===== src/rtl/ibex_wb_arbiter_pkg.sv =====
// ibex_wb_arbiter_pkg
//  Shared types and constants for the register-file write-back arbiter.
//  - wb_src_e    : per-RF-port grant encoding.
//  - WB_ARB_MAX_OUTSTANDING_LIMIT : upper bound on in-flight multi-cycle FPU ops.
//  - wb_pick()   : fixed-priority grant (LSU > FPU source > ID) for one port.
package ibex_wb_arbiter_pkg;

    typedef enum logic [1:0] {
        WB_SRC_NONE,
        WB_SRC_LSU,
        WB_SRC_FPU,
        WB_SRC_ID
    } wb_src_e;

    localparam int unsigned WB_ARB_MAX_OUTSTANDING_LIMIT = 4;

    // Wide enough to hold 0..WB_ARB_MAX_OUTSTANDING_LIMIT.
    localparam int unsigned WB_ARB_CNT_W = $clog2(WB_ARB_MAX_OUTSTANDING_LIMIT + 1);

    function automatic wb_src_e wb_pick(input logic lsu_req, input logic fpu_req,
                                        input logic id_req);
        if (lsu_req) begin
            return WB_SRC_LSU;
        end else if (fpu_req) begin
            return WB_SRC_FPU;
        end else if (id_req) begin
            return WB_SRC_ID;
        end
        return WB_SRC_NONE;
    endfunction

endpackage


===== src/rtl/ibex_wb_scoreboard.sv =====
// ibex_wb_scoreboard
//  Busy masks of register destinations awaiting a multi-cycle FPU result,
//  plus the count of in-flight FPU ops.
//  Ports:
//   clk_i, rst_ni            clock, asynchronous active-low reset
//   set_i/set_is_fp_i/set_rd_i  accepted FPU issue (marks rd busy, count +1)
//   clr_i/clr_is_fp_i/clr_rd_i  FPU result written (clears rd, count -1)
//   int_busy_o / fp_busy_o   busy masks (int bit 0 never set)
//   full_o                   outstanding count has reached MaxOutstanding
module ibex_wb_scoreboard
    import ibex_wb_arbiter_pkg::*;
#(
    parameter int unsigned MaxOutstanding = 2
) (
    input  logic        clk_i,
    input  logic        rst_ni,
    input  logic        set_i,
    input  logic        set_is_fp_i,
    input  logic [4:0]  set_rd_i,
    input  logic        clr_i,
    input  logic        clr_is_fp_i,
    input  logic [4:0]  clr_rd_i,
    output logic [31:0] int_busy_o,
    output logic [31:0] fp_busy_o,
    output logic        full_o
);

    localparam logic [WB_ARB_CNT_W-1:0] MaxCnt = WB_ARB_CNT_W'(MaxOutstanding);

    logic [31:0]             int_busy_q, int_busy_d;
    logic [31:0]             fp_busy_q, fp_busy_d;
    logic [WB_ARB_CNT_W-1:0] cnt_q, cnt_d;

    // Clear is applied before set; a legal issue never targets a busy rd,
    // so the two only ever touch different bits.
    always_comb begin
        int_busy_d = int_busy_q;
        fp_busy_d  = fp_busy_q;
        if (clr_i) begin
            if (clr_is_fp_i) fp_busy_d[clr_rd_i] = 1'b0;
            else             int_busy_d[clr_rd_i] = 1'b0;
        end
        if (set_i) begin
            if (set_is_fp_i) fp_busy_d[set_rd_i] = 1'b1;
            else             int_busy_d[set_rd_i] = 1'b1;
        end
        // x0 is never a real hazard, but an x0 issue still counts below.
        int_busy_d[0] = 1'b0;
    end

    always_comb begin
        cnt_d = cnt_q;
        case ({set_i, clr_i})
            2'b10:   cnt_d = cnt_q + WB_ARB_CNT_W'(1);
            2'b01:   cnt_d = cnt_q - WB_ARB_CNT_W'(1);
            default: cnt_d = cnt_q;
        endcase
    end

    always_ff @(posedge clk_i or negedge rst_ni) begin
        if (!rst_ni) begin
            int_busy_q <= '0;
            fp_busy_q  <= '0;
            cnt_q      <= '0;
        end else begin
            int_busy_q <= int_busy_d;
            fp_busy_q  <= fp_busy_d;
            cnt_q      <= cnt_d;
        end
    end

    assign int_busy_o = int_busy_q;
    assign fp_busy_o  = fp_busy_q;
    assign full_o     = (cnt_q >= MaxCnt);

endmodule


===== src/rtl/ibex_wb_arbiter.sv =====
// ibex_wb_arbiter
//  Shares the int and FP register-file write ports between LSU load data,
//  single-cycle ID/EX results and out-of-order multi-cycle FPU results.
//  Per-port fixed priority LSU > FPU > ID, combinational. An FPU result that
//  loses to the LSU is parked in a one-entry hold buffer and written on the
//  first cycle the LSU leaves that port free.
//  Ports:
//   clk_i, rst_ni                     clock, asynchronous active-low reset
//   id_*                              ID/EX result (valid/ready handshake)
//   lsu_*                             load response (never stalled)
//   fpu_issue_* / fpu_issue_ready_o   multi-cycle FPU issue and its permission
//   fpu_valid_i/fpu_ready_o/fpu_*     FPU result handshake
//   rf_* / fp_rf_*                    int / FP RF write ports
//   int_busy_o / fp_busy_o            pending FPU destinations for hazard checks
//   perf_fpu_hold_o / perf_id_stall_o performance counters
//  Build option: IBEX_WB_ARB_PERF_EN enables 16-bit saturating perf counters;
//  without it both perf outputs are constant zero.
module ibex_wb_arbiter
    import ibex_wb_arbiter_pkg::*;
#(
    parameter int unsigned FPU_WIDTH      = 32,
    parameter int unsigned MaxOutstanding = 2
) (
    input  logic                 clk_i,
    input  logic                 rst_ni,
    input  logic                 id_valid_i,
    output logic                 id_ready_o,
    input  logic                 id_is_fp_i,
    input  logic [4:0]           id_waddr_i,
    input  logic [FPU_WIDTH-1:0] id_wdata_i,
    input  logic                 lsu_valid_i,
    input  logic                 lsu_is_fp_i,
    input  logic [4:0]           lsu_waddr_i,
    input  logic [FPU_WIDTH-1:0] lsu_wdata_i,
    input  logic                 fpu_issue_i,
    input  logic                 fpu_issue_is_fp_i,
    input  logic [4:0]           fpu_issue_rd_i,
    output logic                 fpu_issue_ready_o,
    input  logic                 fpu_valid_i,
    output logic                 fpu_ready_o,
    input  logic                 fpu_is_fp_i,
    input  logic [4:0]           fpu_waddr_i,
    input  logic [FPU_WIDTH-1:0] fpu_wdata_i,
    output logic                 rf_we_o,
    output logic [4:0]           rf_waddr_o,
    output logic [31:0]          rf_wdata_o,
    output logic                 fp_rf_we_o,
    output logic [4:0]           fp_rf_waddr_o,
    output logic [FPU_WIDTH-1:0] fp_rf_wdata_o,
    output logic [31:0]          int_busy_o,
    output logic [31:0]          fp_busy_o,
    output logic [15:0]          perf_fpu_hold_o,
    output logic [15:0]          perf_id_stall_o
);

    logic                 hold_valid_q, hold_valid_d;
    logic                 hold_is_fp_q;
    logic [4:0]           hold_waddr_q;
    logic [FPU_WIDTH-1:0] hold_wdata_q;

    logic                 fsrc_valid, fsrc_is_fp;
    logic [4:0]           fsrc_waddr;
    logic [FPU_WIDTH-1:0] fsrc_wdata;
    logic                 lsu_int, lsu_fp;
    logic                 hold_fill, fpu_write;
    wb_src_e              int_src, fp_src;
    logic                 sb_full;

    assign lsu_int = lsu_valid_i & ~lsu_is_fp_i;
    assign lsu_fp  = lsu_valid_i &  lsu_is_fp_i;

    // The hold entry always outranks a new FPU result; fpu_ready_o is low
    // while it is occupied, so a new result is never lost.
    assign fsrc_valid = hold_valid_q | fpu_valid_i;
    assign fsrc_is_fp = hold_valid_q ? hold_is_fp_q : fpu_is_fp_i;
    assign fsrc_waddr = hold_valid_q ? hold_waddr_q : fpu_waddr_i;
    assign fsrc_wdata = hold_valid_q ? hold_wdata_q : fpu_wdata_i;

    assign int_src = wb_pick(lsu_int, fsrc_valid & ~fsrc_is_fp, id_valid_i & ~id_is_fp_i);
    assign fp_src  = wb_pick(lsu_fp,  fsrc_valid &  fsrc_is_fp, id_valid_i &  id_is_fp_i);

    always_comb begin
        rf_we_o       = 1'b0;
        rf_waddr_o    = '0;
        rf_wdata_o    = '0;
        fp_rf_we_o    = 1'b0;
        fp_rf_waddr_o = '0;
        fp_rf_wdata_o = '0;
        case (int_src)
            WB_SRC_LSU: begin
                rf_we_o    = 1'b1;
                rf_waddr_o = lsu_waddr_i;
                rf_wdata_o = lsu_wdata_i[31:0];
            end
            WB_SRC_FPU: begin
                rf_we_o    = 1'b1;
                rf_waddr_o = fsrc_waddr;
                rf_wdata_o = fsrc_wdata[31:0];
            end
            WB_SRC_ID: begin
                rf_we_o    = 1'b1;
                rf_waddr_o = id_waddr_i;
                rf_wdata_o = id_wdata_i[31:0];
            end
            default: ;
        endcase
        case (fp_src)
            WB_SRC_LSU: begin
                fp_rf_we_o    = 1'b1;
                fp_rf_waddr_o = lsu_waddr_i;
                fp_rf_wdata_o = lsu_wdata_i;
            end
            WB_SRC_FPU: begin
                fp_rf_we_o    = 1'b1;
                fp_rf_waddr_o = fsrc_waddr;
                fp_rf_wdata_o = fsrc_wdata;
            end
            WB_SRC_ID: begin
                fp_rf_we_o    = 1'b1;
                fp_rf_waddr_o = id_waddr_i;
                fp_rf_wdata_o = id_wdata_i;
            end
            default: ;
        endcase
    end

    // ID is accepted exactly when it wins its port; both higher-priority
    // sources drain in bounded time, which bounds the stall.
    assign id_ready_o = ~id_valid_i | (int_src == WB_SRC_ID) | (fp_src == WB_SRC_ID);

    assign fpu_ready_o = ~hold_valid_q;
    assign fpu_write   = (int_src == WB_SRC_FPU) | (fp_src == WB_SRC_FPU);
    assign hold_fill   = fpu_valid_i & ~hold_valid_q & (fpu_is_fp_i ? lsu_fp : lsu_int);

    always_comb begin
        hold_valid_d = hold_valid_q;
        if (hold_fill) begin
            hold_valid_d = 1'b1;
        end else if (hold_valid_q && fpu_write) begin
            hold_valid_d = 1'b0;
        end
    end

    always_ff @(posedge clk_i or negedge rst_ni) begin
        if (!rst_ni) begin
            hold_valid_q <= 1'b0;
        end else begin
            hold_valid_q <= hold_valid_d;
        end
    end

    // Payload is only meaningful while hold_valid_q is set.
    always_ff @(posedge clk_i) begin
        if (hold_fill) begin
            hold_is_fp_q <= fpu_is_fp_i;
            hold_waddr_q <= fpu_waddr_i;
            hold_wdata_q <= fpu_wdata_i;
        end
    end

    ibex_wb_scoreboard #(
        .MaxOutstanding (MaxOutstanding)
    ) u_scoreboard (
        .clk_i       (clk_i),
        .rst_ni      (rst_ni),
        .set_i       (fpu_issue_i & fpu_issue_ready_o),
        .set_is_fp_i (fpu_issue_is_fp_i),
        .set_rd_i    (fpu_issue_rd_i),
        .clr_i       (fpu_write),
        .clr_is_fp_i (fsrc_is_fp),
        .clr_rd_i    (fsrc_waddr),
        .int_busy_o  (int_busy_o),
        .fp_busy_o   (fp_busy_o),
        .full_o      (sb_full)
    );

    assign fpu_issue_ready_o = ~sb_full &
        ~(fpu_issue_is_fp_i ? fp_busy_o[fpu_issue_rd_i] : int_busy_o[fpu_issue_rd_i]);

`ifdef IBEX_WB_ARB_PERF_EN
    logic [15:0] perf_hold_q, perf_stall_q;

    always_ff @(posedge clk_i or negedge rst_ni) begin
        if (!rst_ni) begin
            perf_hold_q  <= '0;
            perf_stall_q <= '0;
        end else begin
            if (hold_valid_q && (perf_hold_q != 16'hFFFF)) begin
                perf_hold_q <= perf_hold_q + 16'd1;
            end
            if (id_valid_i && !id_ready_o && (perf_stall_q != 16'hFFFF)) begin
                perf_stall_q <= perf_stall_q + 16'd1;
            end
        end
    end

    assign perf_fpu_hold_o = perf_hold_q;
    assign perf_id_stall_o = perf_stall_q;
`else
    assign perf_fpu_hold_o = '0;
    assign perf_id_stall_o = '0;
`endif

    // An x0 integer result never has a busy bit to match.
    a_fpu_result_busy: assert property (@(posedge clk_i) disable iff (!rst_ni)
        (fpu_valid_i && fpu_ready_o && (fpu_is_fp_i || (fpu_waddr_i != 5'd0))) |->
        (fpu_is_fp_i ? fp_busy_o[fpu_waddr_i] : int_busy_o[fpu_waddr_i]));

    a_no_over_issue: assert property (@(posedge clk_i) disable iff (!rst_ni)
        fpu_issue_i |-> !sb_full);

    a_one_write_per_port: assert property (@(posedge clk_i) disable iff (!rst_ni)
        $onehot0({lsu_int, (int_src == WB_SRC_FPU), (int_src == WB_SRC_ID)}) &&
        $onehot0({lsu_fp, (fp_src == WB_SRC_FPU), (fp_src == WB_SRC_ID)}));

endmodule


===== config.mk =====
export PLATFORM = sky130hd
export DESIGN_NAME = ibex_wb_arbiter
export DESIGN_NICKNAME = d
export VERILOG_FILES = /design/src/rtl/ibex_wb_arbiter_pkg.sv /design/src/rtl/ibex_wb_scoreboard.sv /design/src/rtl/ibex_wb_arbiter.sv
export SDC_FILE = /design/constraint.sdc
export NUM_CORES = 1
export LEC_CHECK = 0
export ABC_AREA = 1
export CORE_AREA = 4 4 133 135
export CTS_BUF_LIST = sky130_fd_sc_hd__clkbuf_4
export DETAILED_ROUTE_END_ITERATION = 10
export DIE_AREA = 0 0 137 139
export PLACE_DENSITY = 0.83
export SYNTH_ARGS = -nofsm -noshare
export SYNTH_HDL_FRONTEND = slang
export SYNTH_HIERARCHICAL = 1
export SYNTH_SLANG_ARGS = --single-unit

===== constraint.sdc =====
create_clock -name clk_i -period 3.7 [get_ports clk_i]
set_input_delay 0.555 -clock clk_i [delete_from_list [all_inputs] [get_ports clk_i]]
set_output_delay 0.555 -clock clk_i [all_outputs]
set_load 0.02 [all_outputs]

==> Yosys cells after proc, flatten, opt, wreduce, memory -nomap -nowiden <==
Cells that the tools add are included.
{ "totals": {"regBits": 105, "in_bits": 126, "out_inout_bits": 175, "wordCells": 99} }
{ "op_classes": {"addsub": 2, "n_lt_le_gt_ge": 5, "eq_ne": 8, "n_mux": 44, "bitwise": 26, "n_reduce_logical": 7} }
{ "ops": {"columns": ["cell", "count"], "rows": [
  ["$mux 32", 9],
  ["$pmux 32 s3", 2],
  ["$and 32x32->32", 2],
  ["$or 32x32->32", 2],
  ["$not 32->32", 1],
  ["$pmux 5 s3", 2],
  ["$mux 1", 17],
  ["$mux 2", 8],
  ["$lt 5x6->1 const B", 2],
  ["$and 1x1->1", 10],
  ["$bmux 1 s5", 2],
  ["$demux 1 s5", 2],
  ["$eq 2x2->1 const B", 5],
  ["$ge 5x1->1 const B", 2],
  ["$not 1->1", 7],
  ["$eq 2x1->1 const B", 3],
  ["$pmux 3 s2", 1],
  ["$reduce_or 3->1", 2],
  ["$mux 5", 1],
  ["$or 1x1->1", 4],
  ["$reduce_bool 2->1", 2],
  ["$add 3x1->3 const B", 1],
  ["$ge 3x2->1 const B", 1],
  ["$logic_and 1x1->1", 3],
  ["$sub 3x1->3 const B", 1]
]} }

==> Depth between registers and ports, before layout <==
{ "logic_depth": {"word_depth": 12, "ltp_mapped": 20, "mapped_depth_nobuf": 18} }

==> Hierarchy <==
Netlist, hierarchy kept.
{ "modules_own_cells": {"columns": ["mod", "n_inst", "cells_per_inst", "area_each_um2", "seq_area_each_um2"], "rows": [
  ["ibex_wb_arbiter", 1, 617, 4047.6, 1166.1],
  ["ibex_wb_scoreboard", 1, 449, 3233.1, 1651.6]
]} }

==> Worst setup path before layout <==
OpenSTA, ideal clock, no wires.
{ "synth_path": {"kind": "input to register", "start": "input port lsu_valid_i", "end": "register hold_is_fp_q (enable)", "setup_time_ns": 0.447, "arrival_time_ns": 2.890, "t_required_ns": 3.253, "setup_slack_ns": 0.363, "cell_stages": 4, "n_path_buf": 0, "path_cell_list": "inv_1 nor2_2 o211ai_1 a21oi_1"} }
{ "synth_via": {"elab_chain_len": 3, "word_cells_on_any_way": 4, "cone_classes": "mux (1); bitwise (3)"} }
{ "synth_lines": {"columns": ["element", "line_no", "text"], "rows": [
  ["start, declared", "ibex_wb_arbiter.sv:31", "input logic lsu_valid_i,"],
  ["$and 1x1->1 (on tied branches)", "ibex_wb_arbiter.sv:69, ibex_wb_arbiter.sv:70", null],
  ["$mux 1 (*)", "ibex_wb_arbiter.sv:133", "assign hold_fill = fpu_valid_i & ~hold_valid_q & (fpu_is_fp_i ? lsu_fp : lsu_int);"],
  ["$and 1x1->1 (*)", "ibex_wb_arbiter.sv:133", null],
  ["net hold_fill", "ibex_wb_arbiter.sv:65", "logic hold_fill, fpu_write;"],
  ["end signal, assigned", "ibex_wb_arbiter.sv:155", "hold_is_fp_q <= fpu_is_fp_i;"],
  ["end, declared", "ibex_wb_arbiter.sv:57", "logic hold_is_fp_q;"]
]} }
Mark *: on every way through the listed nets, which the timed path passes. The rest lies on a longest branch.
A chain may end at the register's enable or synchronous reset.

==> Final worst setup path <==
{ "layout_path": {"start": "register hold_valid_q", "end": "output port rf_wdata_o[19]"} }
{ "layout_via": {"elab_chain_len": 8, "word_cells_on_any_way": 14, "cone_classes": "eq/ne (3); mux (8); bitwise (3)"} }
{ "layout_lines": {"columns": ["element", "line_no", "text"], "rows": [
  ["start, declared", "ibex_wb_arbiter.sv:56", "logic hold_valid_q, hold_valid_d;"],
  ["start signal, assigned", "ibex_wb_arbiter.sv:148", "hold_valid_q <= hold_valid_d;"],
  ["$mux 1", "ibex_wb_arbiter.sv:75", "assign fsrc_is_fp = hold_valid_q ? hold_is_fp_q : fpu_is_fp_i;"],
  ["$not 1->1", "ibex_wb_arbiter.sv:79", "assign int_src = wb_pick(lsu_int, fsrc_valid & ~fsrc_is_fp, id_valid_i & ~id_is_fp_i);"],
  ["$and 1x1->1", "ibex_wb_arbiter.sv:79", null],
  ["$mux 2 or $mux 1 (tied branches)", "ibex_wb_arbiter_pkg.sv:24", "end else if (fpu_req) begin"],
  ["$mux 2 or $mux 1 (tied branches)", "ibex_wb_arbiter_pkg.sv:22", "if (lsu_req) begin"],
  ["$mux 2", "ibex_wb_arbiter_pkg.sv:29", "return WB_SRC_NONE;"],
  ["$eq 2x2->1 or $eq 2x1->1 (tied branches)", "ibex_wb_arbiter.sv:89", "case (int_src)"],
  ["$pmux 32 s3 (*)", "ibex_wb_arbiter.sv:89", null],
  ["end, declared", "ibex_wb_arbiter.sv:46", "output logic [31:0] rf_wdata_o,"]
]} }
Mark *: on every way between the ends. The rest lies on a longest branch, timed or not.

==> metrics.txt <==
status=complete, no violations; FF/Latch Area=2820 sq um; final setup vio count=0; DP HPWL=22.4 mm; Yosys cell types=33; Layout Area Growth over Synthesis=40.9%; wire per inst=19.1 microns; worst vdd ir=approximately 0.00034 V; Crit path top cell by count=buf_4; GR peak layer=met2; most frequent cells in the layout=nand2_1, clkdlybuf4s50_1, nand3_1; Startpoint Class=register; R2R Path End=u_scoreboard/cnt_q[2]; worst setup path endpoint=rf_wdata_o[19]; synthesized area per cell=between 6 and 7 sq um; initial antenna violation count=3; Crit path required time=3.14 ns; Slew Viols, Final=0; Residual DRC=0; CP arrival=roughly 3 ns; most common cell after layout, fill and taps aside=nand2_1; register share of total power=31.1%; PD cells=492 nW/um^2; global-route wire length before repair=44.4 mm; Reg2Reg Launch Point=hold_valid_q; die area=19,000 sq um; RSZ-0062 raised after global routing=no; maxcap violations=0; die height=139 microns; Top FF cell, synth=dfrtp_1; Initial Util=44.2%; IO Count=approximately 300; register area share after synthesis=about two fifths; R2R setup slack=0.97 ns; Crit Path Max Fanout=31; gpl congestion=0.950; Clock Sinks=105; dpl cells=1,530; synthesized instance count=1,066; layout cells sized above 1=just over 6%; WL final=29.6 mm; top cells by area, synth=nand2_1, dfrtp_1, edfxtp_1; Clock Pin Slew Worst Setup and Hold Paths=about 0.17 ns; critical-path cell list=buf_4 -> o21ai_2 -> nand4_1 -> buf_4 -> o211ai_1 -> clkdlybuf4s50_1; CTS Hold Buffers Added=0; Tmin final=3.51 ns; Ys Warns=6; Pleak=0.00475 uW; share of flip-flops with an asynchronous set or reset=63.8%; slowest cell on the critical path=clkdlybuf4s50_1; clk buf depth=2; antenna-violating nets left=0; max_slew headroom=51.8%; CTS H-tree lvls=3; max incr delay on CP=slightly below 0.7 ns; CTS Root Cell=clkbuf_4; GRT overflow=0; Worst-Skew Late Latency=slightly below 0.5 ns; area occupied by multi-input gates=3750 sq um; cts bufs inserted=9; Final Hold Vio Count=0; largest net degree at the start of global routing=37; Vias=8,391; CTS tree=yes; row count=47; FILL cells=1,546; Critical Path End Type=output pin; Slew @ Worst Pin=0.722 ns; largest area contributor in the netlist=nand2_1; met3 GRT Util=7.11%; vias per cell=between 5 and 6; Iteration-0 DRC Markers=1,053; Logic pwr share=between 50 and 60%; met1 GRT Util=38.5%; PortBufs=267; number of global-route vias before repair=roughly 7,700; fin cells=1,547; Die Span X=about 140 microns; Crit path depth=6; clock share of power=between 10 and 15%; Sw Share=45.1%; WS Path Type=register to output pin; Crit path max-delay family=buffers and inverters; Reg2Reg Depth=10; crit path launch=hold_valid_q; Internal=2770 uW; NetSw=~2300 uW; setup tns final=0 ns; GRT Util Overall=29.8%; Yosys top cell area share=25.9%; achievable frequency=0.285 GHz; total core area=16,500 sq um; synthesized flop and latch total=105; Post-synth EDFFs=38; Worst Path Buf+Inv=3; Pre-Repair DR Iteration Count=6; final period utilization=95.0%; path class of the lowest-slack min-delay path=input pin to asynchronous set/reset pin; Post-Syn Area=7280 sq um; fin nets=about 1,400; worst-case clock skew=0.0209 ns; Post-CTS Setup Inserts=0; global-route met2 utilization=a little under half
[worst min path at each step]
stage / from / end / depth (start not counted)
finish: rst_ni / u_scoreboard/int_busy_o[16] / 1
CTS: rst_ni / u_scoreboard/int_busy_o[16] / 1
detailed placement: u_scoreboard/cnt_q[0] / u_scoreboard/cnt_q[0] / 1
global placement: u_scoreboard/cnt_q[0] / u_scoreboard/cnt_q[0] / 1
floorplan: rst_ni / hold_valid_q / 0
global route: rst_ni / u_scoreboard/int_busy_o[16] / 1
[through the flow]
stage / power, uW / worst slack (ns) / util [%] / hold WS (ns) / instance area, sq um
4_1_cts: 5040 / 0.00301 / 62.3 / 0.0896 / 10300
2_1_floorplan: 3100 / 0.363 / - / 0.259 / 7400
5_1_grt: 5320 / 0.0460 / 62.3 / 0.120 / 10300
6_report: 5050 / 0.187 / 62.3 / 0.0919 / 10300
3_3_place_gp: 4330 / 0.0863 / 61.3 / 0.462 / 10100
3_5_place_dp: 4370 / 0.106 / 61.3 / 0.475 / 10100
[kinds of logic (layout without fill, tap and decap cells)]
family / after synthesis / count (layout) / synth area share (%)
AO/OA/AOI/OAI: 116 / 116 / 12.3
adder cells (fa/ha/maj): 2 / 2 / 0.447
AND/OR/NAND/NOR: 664 / 664 / 36.7
buffers and inverters: 175 / 404 / 11.5
XOR/XNOR: 2 / 2 / 0.241
flip-flops: 105 / 105 / 38.7
other: 2 / 34 / 0.103
[flip-flops by register name, summed over array words and instances, names as in the netlist]
| register | count |
|---|---|
| hold_wdata_q | 32 |
| hold_valid_q | 1 |
| hold_is_fp_q | 1 |
| u_scoreboard/int_busy_o | 31 |
| u_scoreboard/fp_busy_o | 32 |
| hold_waddr_q | 5 |
| u_scoreboard/cnt_q | 3 |
[cell usage after synthesis, types with 2 or more instances]
master and count:
conb_1 2, o211ai_2 20, buf_2 23, clkbuf_1 18, dfrtp_1 67, o221ai_1 10, nor2_2 5, nand3b_1 2
o21ai_1 21, nor2_4 3, o211ai_1 13, inv_1 88, buf_1 2, a22oi_1 32, inv_2 4, o21ai_0 15
edfxtp_1 38, buf_4 37, nand3_1 107, nor2_1 44, nand2_1 502, buf_6 2
[power groups by stage]
| stage | combinational (uW) | sequential (uW) | clock [uW] |
|---|---|---|---|
| final | 2800 | 1570 | 675 |
| after detailed placement | 2780 | 1580 | 0 |
| after CTS | 2790 | 1560 | 685 |
| after floorplan | 1380 | 1710 | 0 |
| after global routing | 3000 | 1590 | 732 |
| after global placement | 2750 | 1580 | 0 |
[worst register-to-register path, cell delays in order, from the launching register on]
cell and delay (ns):
dfrtp_2 0.51, buf_4 0.38, o21ai_2 0.17, o21ai_0 0.52, ha_1 0.28, inv_1 0.07, fa_1 0.38, inv_1 0.08
nand2_1 0.06, nand3b_1 0.09, xor2_1 0.14
[repair_timing]
item | 4_1_cts | 5_1_grt
setup endpoints to repair | 2 | 2
pin swaps | 1 | 0
gates resized for setup | 2 | 2
[per-layer routing]
metal | wire length [microns] | part of all wire [%] | vias up
li1 | - | - | 3878
met5 | 29 | 0.098 | -
met3 | 3390 | 11 | 81
met1 | 11200 | 38 | 3870
met2 | 13900 | 47 | 558
met4 | 1150 | 3.9 | 4
[area by class of cell]
| cell class | instances | share of cell area (%) |
|---|---|---|
| tap | 220 | 2.68 |
| antenna | 1 | 0.0244 |
| multi-input combinational | 817 | 36.6 |
| timing repair buffer | 296 | 28.4 |
| clock inverter | 6 | 0.793 |
| inverter | 92 | 3.37 |
| clock buffer | 10 | 0.732 |
| sequential | 105 | 27.5 |
(Power assumes the default switching activity.)
